File: config.mk
export PLATFORM = sky130hd
export DESIGN_NAME = histogram_roi_extractor
export DESIGN_NICKNAME = d
export VERILOG_FILES = /design/src/rtl/histogram_roi_extractor.sv
export SDC_FILE = /design/constraint.sdc
export NUM_CORES = 1
export LEC_CHECK = 0
export CORE_UTILIZATION = 50
export DETAILED_ROUTE_END_ITERATION = 8
export PLACE_DENSITY = 0.74
export SLEW_MARGIN = 15
export SYNTH_ARGS = -nofsm -noshare
export SYNTH_HDL_FRONTEND = slang
export SYNTH_SLANG_ARGS = --single-unit
export TNS_END_PERCENT = 10
File: constraint.sdc
create_clock -name clk -period 3.3 [get_ports clk]
set_clock_uncertainty 0.2 [all_clocks]
set_input_delay 0.495 -clock clk [delete_from_list [all_inputs] [get_ports clk]]
set_output_delay 0.495 -clock clk [all_outputs]
set_load 0.03 [all_outputs]
File: src/rtl/histogram_roi_extractor.sv
// Peak and threshold bounding box per axis, taken from the x/y histogram read-out streams.
// Optional centroid moments when HISTOGRAM_ROI_MOMENT_EN is defined.

module histogram_roi_axis #(
  parameter int N = 240
) (
  input  logic        clk,
  input  logic        reset,
  input  logic        clear,
  input  logic        en,
  input  logic        vld,
  input  logic [7:0]  bin,
  input  logic [7:0]  thr,
  output logic        done,
  output logic [7:0]  peak_idx,
  output logic [7:0]  peak_val,
  output logic [7:0]  min_idx,
  output logic [7:0]  max_idx,
  output logic        found
`ifdef HISTOGRAM_ROI_MOMENT_EN
  ,
  output logic [15:0] mass,
  output logic [23:0] moment
`endif
);

  logic [8:0]  cnt_q, cnt_d;
  logic        done_q, done_d;
  logic [7:0]  peak_idx_q, peak_idx_d;
  logic [7:0]  peak_val_q, peak_val_d;
  logic [7:0]  min_q, min_d;
  logic [7:0]  max_q, max_d;
  logic        found_q, found_d;
`ifdef HISTOGRAM_ROI_MOMENT_EN
  logic [15:0] mass_q, mass_d;
  logic [23:0] moment_q, moment_d;
`endif

  always_comb begin
    cnt_d      = cnt_q;
    done_d     = done_q;
    peak_idx_d = peak_idx_q;
    peak_val_d = peak_val_q;
    min_d      = min_q;
    max_d      = max_q;
    found_d    = found_q;
`ifdef HISTOGRAM_ROI_MOMENT_EN
    mass_d     = mass_q;
    moment_d   = moment_q;
`endif
    if (clear) begin
      cnt_d      = '0;
      done_d     = 1'b0;
      peak_idx_d = '0;
      peak_val_d = '0;
      min_d      = '0;
      max_d      = '0;
      found_d    = 1'b0;
`ifdef HISTOGRAM_ROI_MOMENT_EN
      mass_d     = '0;
      moment_d   = '0;
`endif
    end else if (en && !done_q) begin
      if (vld) begin
        // Strictly greater keeps the lowest index on ties.
        if (bin > peak_val_q) begin
          peak_val_d = bin;
          peak_idx_d = cnt_q[7:0];
        end
        if (bin >= thr) begin
          if (!found_q) min_d = cnt_q[7:0];
          max_d   = cnt_q[7:0];
          found_d = 1'b1;
        end
`ifdef HISTOGRAM_ROI_MOMENT_EN
        mass_d   = mass_q + 16'(bin);
        moment_d = moment_q + 24'(cnt_q[7:0]) * 24'(bin);
`endif
        cnt_d = cnt_q + 9'd1;
        if (cnt_q == 9'(N - 1)) done_d = 1'b1;
      end else if (cnt_q != 9'd0) begin
        // A gap after the stream has started marks a short histogram.
        done_d = 1'b1;
      end
    end
  end

  always_ff @(posedge clk) begin
    if (reset) begin
      cnt_q      <= '0;
      done_q     <= 1'b0;
      peak_idx_q <= '0;
      peak_val_q <= '0;
      min_q      <= '0;
      max_q      <= '0;
      found_q    <= 1'b0;
`ifdef HISTOGRAM_ROI_MOMENT_EN
      mass_q     <= '0;
      moment_q   <= '0;
`endif
    end else begin
      cnt_q      <= cnt_d;
      done_q     <= done_d;
      peak_idx_q <= peak_idx_d;
      peak_val_q <= peak_val_d;
      min_q      <= min_d;
      max_q      <= max_d;
      found_q    <= found_d;
`ifdef HISTOGRAM_ROI_MOMENT_EN
      mass_q     <= mass_d;
      moment_q   <= moment_d;
`endif
    end
  end

  assign done     = done_q;
  assign peak_idx = peak_idx_q;
  assign peak_val = peak_val_q;
  assign min_idx  = min_q;
  assign max_idx  = max_q;
  assign found    = found_q;
`ifdef HISTOGRAM_ROI_MOMENT_EN
  assign mass     = mass_q;
  assign moment   = moment_q;
`endif

endmodule

module histogram_roi_extractor #(
  parameter int IMAGE_WIDTH  = 240,
  parameter int IMAGE_HEIGHT = 180
) (
  input  logic        clk,
  input  logic        reset,
  input  logic        start,
  input  logic [7:0]  threshold,
  input  logic [7:0]  xHistIn,
  input  logic        xValid,
  input  logic [7:0]  yHistIn,
  input  logic        yValid,
  output logic [7:0]  xPeakIdx,
  output logic [7:0]  xPeakVal,
  output logic [7:0]  yPeakIdx,
  output logic [7:0]  yPeakVal,
  output logic [7:0]  xMin,
  output logic [7:0]  xMax,
  output logic [7:0]  yMin,
  output logic [7:0]  yMax,
  output logic        roiFound,
  output logic        resultValid,
  output logic        busy
`ifdef HISTOGRAM_ROI_MOMENT_EN
  ,
  output logic [15:0] xMass,
  output logic [15:0] yMass,
  output logic [23:0] xMoment,
  output logic [23:0] yMoment
`endif
);

  typedef enum logic [1:0] {IDLE, ACCUM, FINISH} state_t;
  state_t state_q, state_d;

  logic       clear, accum_en, capture;
  logic [7:0] thr_q, thr_d;
  logic       x_done, y_done, x_found, y_found;
  logic [7:0] x_pidx, x_pval, x_min, x_max, y_pidx, y_pval, y_min, y_max;

  // Held results: {xPeakIdx, xPeakVal, xMin, xMax, yPeakIdx, yPeakVal, yMin, yMax}.
  logic [63:0] res_q, res_d;
  logic        roi_q, roi_d;
  logic        rv_q, rv_d;
`ifdef HISTOGRAM_ROI_MOMENT_EN
  logic [15:0] x_mass, y_mass;
  logic [23:0] x_mom, y_mom;
  logic [79:0] mom_q, mom_d;
`endif

  always_ff @(posedge clk) begin
    if (reset) state_q <= IDLE;
    else       state_q <= state_d;
  end

  always_comb begin
    state_d = state_q;
    case (state_q)
      IDLE:    if (start) state_d = ACCUM;
      ACCUM:   if (x_done && y_done) state_d = FINISH;
      FINISH:  state_d = IDLE;
      default: state_d = IDLE;
    endcase
  end

  always_comb begin
    clear    = (state_q == IDLE) && start;
    accum_en = (state_q == ACCUM);
    capture  = (state_q == FINISH);
    busy     = (state_q != IDLE);
  end

  histogram_roi_axis #(.N(IMAGE_WIDTH)) u_x (
    .clk(clk), .reset(reset), .clear(clear), .en(accum_en),
    .vld(xValid), .bin(xHistIn), .thr(thr_q), .done(x_done),
    .peak_idx(x_pidx), .peak_val(x_pval), .min_idx(x_min), .max_idx(x_max),
    .found(x_found)
`ifdef HISTOGRAM_ROI_MOMENT_EN
    , .mass(x_mass), .moment(x_mom)
`endif
  );

  histogram_roi_axis #(.N(IMAGE_HEIGHT)) u_y (
    .clk(clk), .reset(reset), .clear(clear), .en(accum_en),
    .vld(yValid), .bin(yHistIn), .thr(thr_q), .done(y_done),
    .peak_idx(y_pidx), .peak_val(y_pval), .min_idx(y_min), .max_idx(y_max),
    .found(y_found)
`ifdef HISTOGRAM_ROI_MOMENT_EN
    , .mass(y_mass), .moment(y_mom)
`endif
  );

  always_comb begin
    thr_d = clear ? threshold : thr_q;
    res_d = res_q;
    roi_d = roi_q;
    rv_d  = capture;
`ifdef HISTOGRAM_ROI_MOMENT_EN
    mom_d = mom_q;
`endif
    if (capture) begin
      res_d = {x_pidx, x_pval, x_min, x_max, y_pidx, y_pval, y_min, y_max};
      roi_d = x_found && y_found;
`ifdef HISTOGRAM_ROI_MOMENT_EN
      mom_d = {x_mass, y_mass, x_mom, y_mom};
`endif
    end
  end

  always_ff @(posedge clk) begin
    if (reset) begin
      thr_q <= '0;
      res_q <= '0;
      roi_q <= 1'b0;
      rv_q  <= 1'b0;
`ifdef HISTOGRAM_ROI_MOMENT_EN
      mom_q <= '0;
`endif
    end else begin
      thr_q <= thr_d;
      res_q <= res_d;
      roi_q <= roi_d;
      rv_q  <= rv_d;
`ifdef HISTOGRAM_ROI_MOMENT_EN
      mom_q <= mom_d;
`endif
    end
  end

  assign {xPeakIdx, xPeakVal, xMin, xMax, yPeakIdx, yPeakVal, yMin, yMax} = res_q;
  assign roiFound    = roi_q;
  assign resultValid = rv_q;
`ifdef HISTOGRAM_ROI_MOMENT_EN
  assign {xMass, yMass, xMoment, yMoment} = mom_q;
`endif

endmodule
==> flow_summary.ini <==
[floorplan]
dieHeight_um = 119
coreArea_mm2 = 0.0132
io_pins = 96
die_x_um = 119
rows = 42
start_util = 0.514
die_area_mm2 = 0.0141

[yosys]
yosys.area.top_type = dfxtp_1
synth_flop_cell = dfxtp_1
synthDistinctLibCells = 46
syn_avg_cell_area_um2 = 8.56
synth_area_mm2 = 0.00681
synth.area.top_cells = dfxtp_1 48%, nand2_1 13%, mux2i_1 8.2%
synth_top_area_share = 0.477
syn_nets = 860
synth_seq_cells = 162
ys_warn_count = 0
synth_edf_count = 0
async_flop_share = 0
syn_inst = 795
yosysSeqAreaShare = 0.477

[sta]
rsz0062_at_grt = false
post-route-period-util = 0.795
hold_viol = 0
fin_hold_ws_ns = 0.250
fin_setup_tns_ns = 0
slew_violations = 0
setup_violations = 0
period_minus_slack_ns = 2.62
worst_pin_slew_ns = 0.802
max_freq_mhz = 381
relSlewSlack = 0.460

[setup_path]
required_ns = 3.44
cp_slowest_stage_delay_ns = 0.50
cp_max_fo = 8
cp.arrival_ns = 2.77
worst_setup_path_start_kind = primary input
rr_endpoint = u_y.max_idx[6]
crit_type = primary input to flop
reg2reg_from = thr_q[3]
r2r_cells = 8
path_cells = clkdlybuf4s50_1 -> inv_1 -> ha_1 -> nand2b_1 -> a2111oi_1 -> nor4_2 -> o211ai_4 -> mux2i_1
ff2ff_setup_slack_ns = 0.93
critPathCaptureType = flop
crit_slowest_cell = clkdlybuf4s50_1

[routing]
dr_total_vias = 5530
drc_errors = 0
wirelength_um = 14800
drt_iter0_markers = 261
viasPerCell = 5.20
wire_per_inst_um = 13.9
drt-pass1-iter-count = 5
ant_nets = 0

[pwr]
ir_worst_vdd_mv = 0.340
powerDensity_mw_per_mm2 = 493
power_leakage_nw = 3.15
fin_total_pwr_mw = 4.18

[cts]
cts_made_buffers = 17
htreeDepth = 4
clock-sinks = 162
clk-insertion-delay-late_ns = 0.42
ctsHoldBuffers = 0
clk_pin_slew_ns = 0.06
cts-resized-gates = 0
cts_max_path_buffers = 2
cts_root_buf = clkbuf_16
post_cts_buffers = 0
cts_tree = yes

[final_layout]
post_route_cells_drive_above_1_share = 0.0586
syn2layout_area_growth_pct = 24.6
nets = 941
diodes = 0
fill_cells = 1131

[global_route]
grt_pass1_wl_um = 25300
busiest_layer = met2
grt_overflow = 0
grt_max_degree = 82
grt_util_met3 = 0.0463
grtUsageMet2 = 0.385
grt_pass1_vias = 5448
antenna_found_initial = 0
use_met1 = 0.272
grt_usage = 0.223

[place]
io_buffers = 95
gp_congestion = 0.879
post-dp-hpwl_um = 10700

[outcome]
status = finished, final reports clean

[min_path]
min_path_type = flop to flop
hp-start = u_x.peak_idx[2]
hold_depth = 2
min_to = res_q[58]

[run]
max-cap-violations = 0
## critical path, delay by kind of cell
kind                       cells  cell delay [ns]
AOI/OAI and AO/OA              2             0.85
adders and majority gates      1             0.29
buffers and inverters          2             0.58
muxes                          1             0.26
and+or+nand+nor                2             0.29
## final cells by class
| type | count | area, um^2 | area share |
|---|---|---|---|
| Timing Repair Buffer | 106 | 1050 | 0.124 |
| Clock buffer | 19 | 453 | 0.0534 |
| Tap cell | 176 | 220 | 0.0260 |
| Inverter | 31 | 116 | 0.0137 |
| Clock inverter | 12 | 134 | 0.0158 |
| Sequential cell | 162 | 3240 | 0.382 |
| Multi-Input combinational cell | 558 | 3260 | 0.384 |
## cells in the mapped netlist (5+ instances only)
library cell / n
xnor2_1: 5
nor2_1: 27
buf_2: 7
buf_1: 10
inv_1: 30
a21oi_1: 95
mux2i_1: 56
ha_1: 36
nand4_1: 6
clkbuf_1: 22
nor2b_1: 5
o21ai_1: 11
dfxtp_1: 162
xor2_1: 9
nand2_1: 242
nand3_1: 15
## per-stage QoR
step	instances	cell area [um^2]	util	setup WS, ns
after floorplan	795	6810	-	1.03
after global placement	1033	7890	0.596	0.354
after detailed placement	1033	7890	0.596	0.271
after CTS	1064	8480	0.640	0.700
after global routing	1064	8480	0.640	0.539
final	1064	8480	0.640	0.676
## report_power, final
| part | switching (mW) | internal, mW |
|---|---|---|
| Combinational | 0.156 | 0.110 |
| Sequential | 0.0109 | 1.97 |
| Clock | 0.785 | 1.15 |
| Total | 0.952 | 3.23 |
## how the worst max path moves through the flow
stage	to	start	cells past startpoint
final	u_x.min_idx[1]	xHistIn[0]	8
after floorplan	u_x.min_idx[0]	xHistIn[0]	7
after CTS	u_y.max_idx[6]	yHistIn[0]	9
after detailed placement	u_y.max_idx[6]	yHistIn[0]	9
after global routing	u_x.min_idx[5]	xHistIn[0]	8
after global placement	u_y.max_idx[2]	yHistIn[0]	9
## cells in the final DEF (no fill, tap or decap), types with 6 or more instances in the layout
| cell | count |
|---|---|
| nand2_1 | 242 |
| dfxtp_1 | 162 |
| a21oi_1 | 95 |
| clkdlybuf4s50_1 | 94 |
| mux2i_1 | 56 |
| ha_1 | 36 |
| inv_1 | 30 |
| nor2_1 | 27 |
| clkbuf_16 | 17 |
| nand3_1 | 15 |
| o21ai_1 | 11 |
| xor2_1 | 9 |
| buf_4 | 9 |
| nand4_1 | 6 |
## metal layers
metal	wire [um]	up-vias
met5	0	-
met4	201	0
met3	571	16
met2	7280	112
met1	6780	2585
li1	-	2817
## sequential cells by signal (all words and copies together) (netlist names), 2 cells and up
| register | flops |
|---|---|
| res_q | 64 |
| u_x.cnt_q | 9 |
| u_y.cnt_q | 9 |
| thr_q | 8 |
| u_x.max_idx | 8 |
| u_x.min_idx | 8 |
| u_x.peak_idx | 8 |
| u_x.peak_val | 8 |
| u_y.max_idx | 8 |
| u_y.min_idx | 8 |
| u_y.peak_idx | 8 |
| u_y.peak_val | 8 |
| state_q | 2 |
## kinds of logic (layout without fill, tap and decap cells)
kind of cell    Yosys count  in the layout  synth area share
buf+inv                  75            168            0.0460
simple gates            323            323             0.204
xor+xnor                 14             14            0.0180
compound gates          129            129             0.107
fa+ha+maj                36             36            0.0662
mux                      56             56            0.0824
flops                   162            162             0.477
No activity file was read; power rests on OpenSTA's default activity.
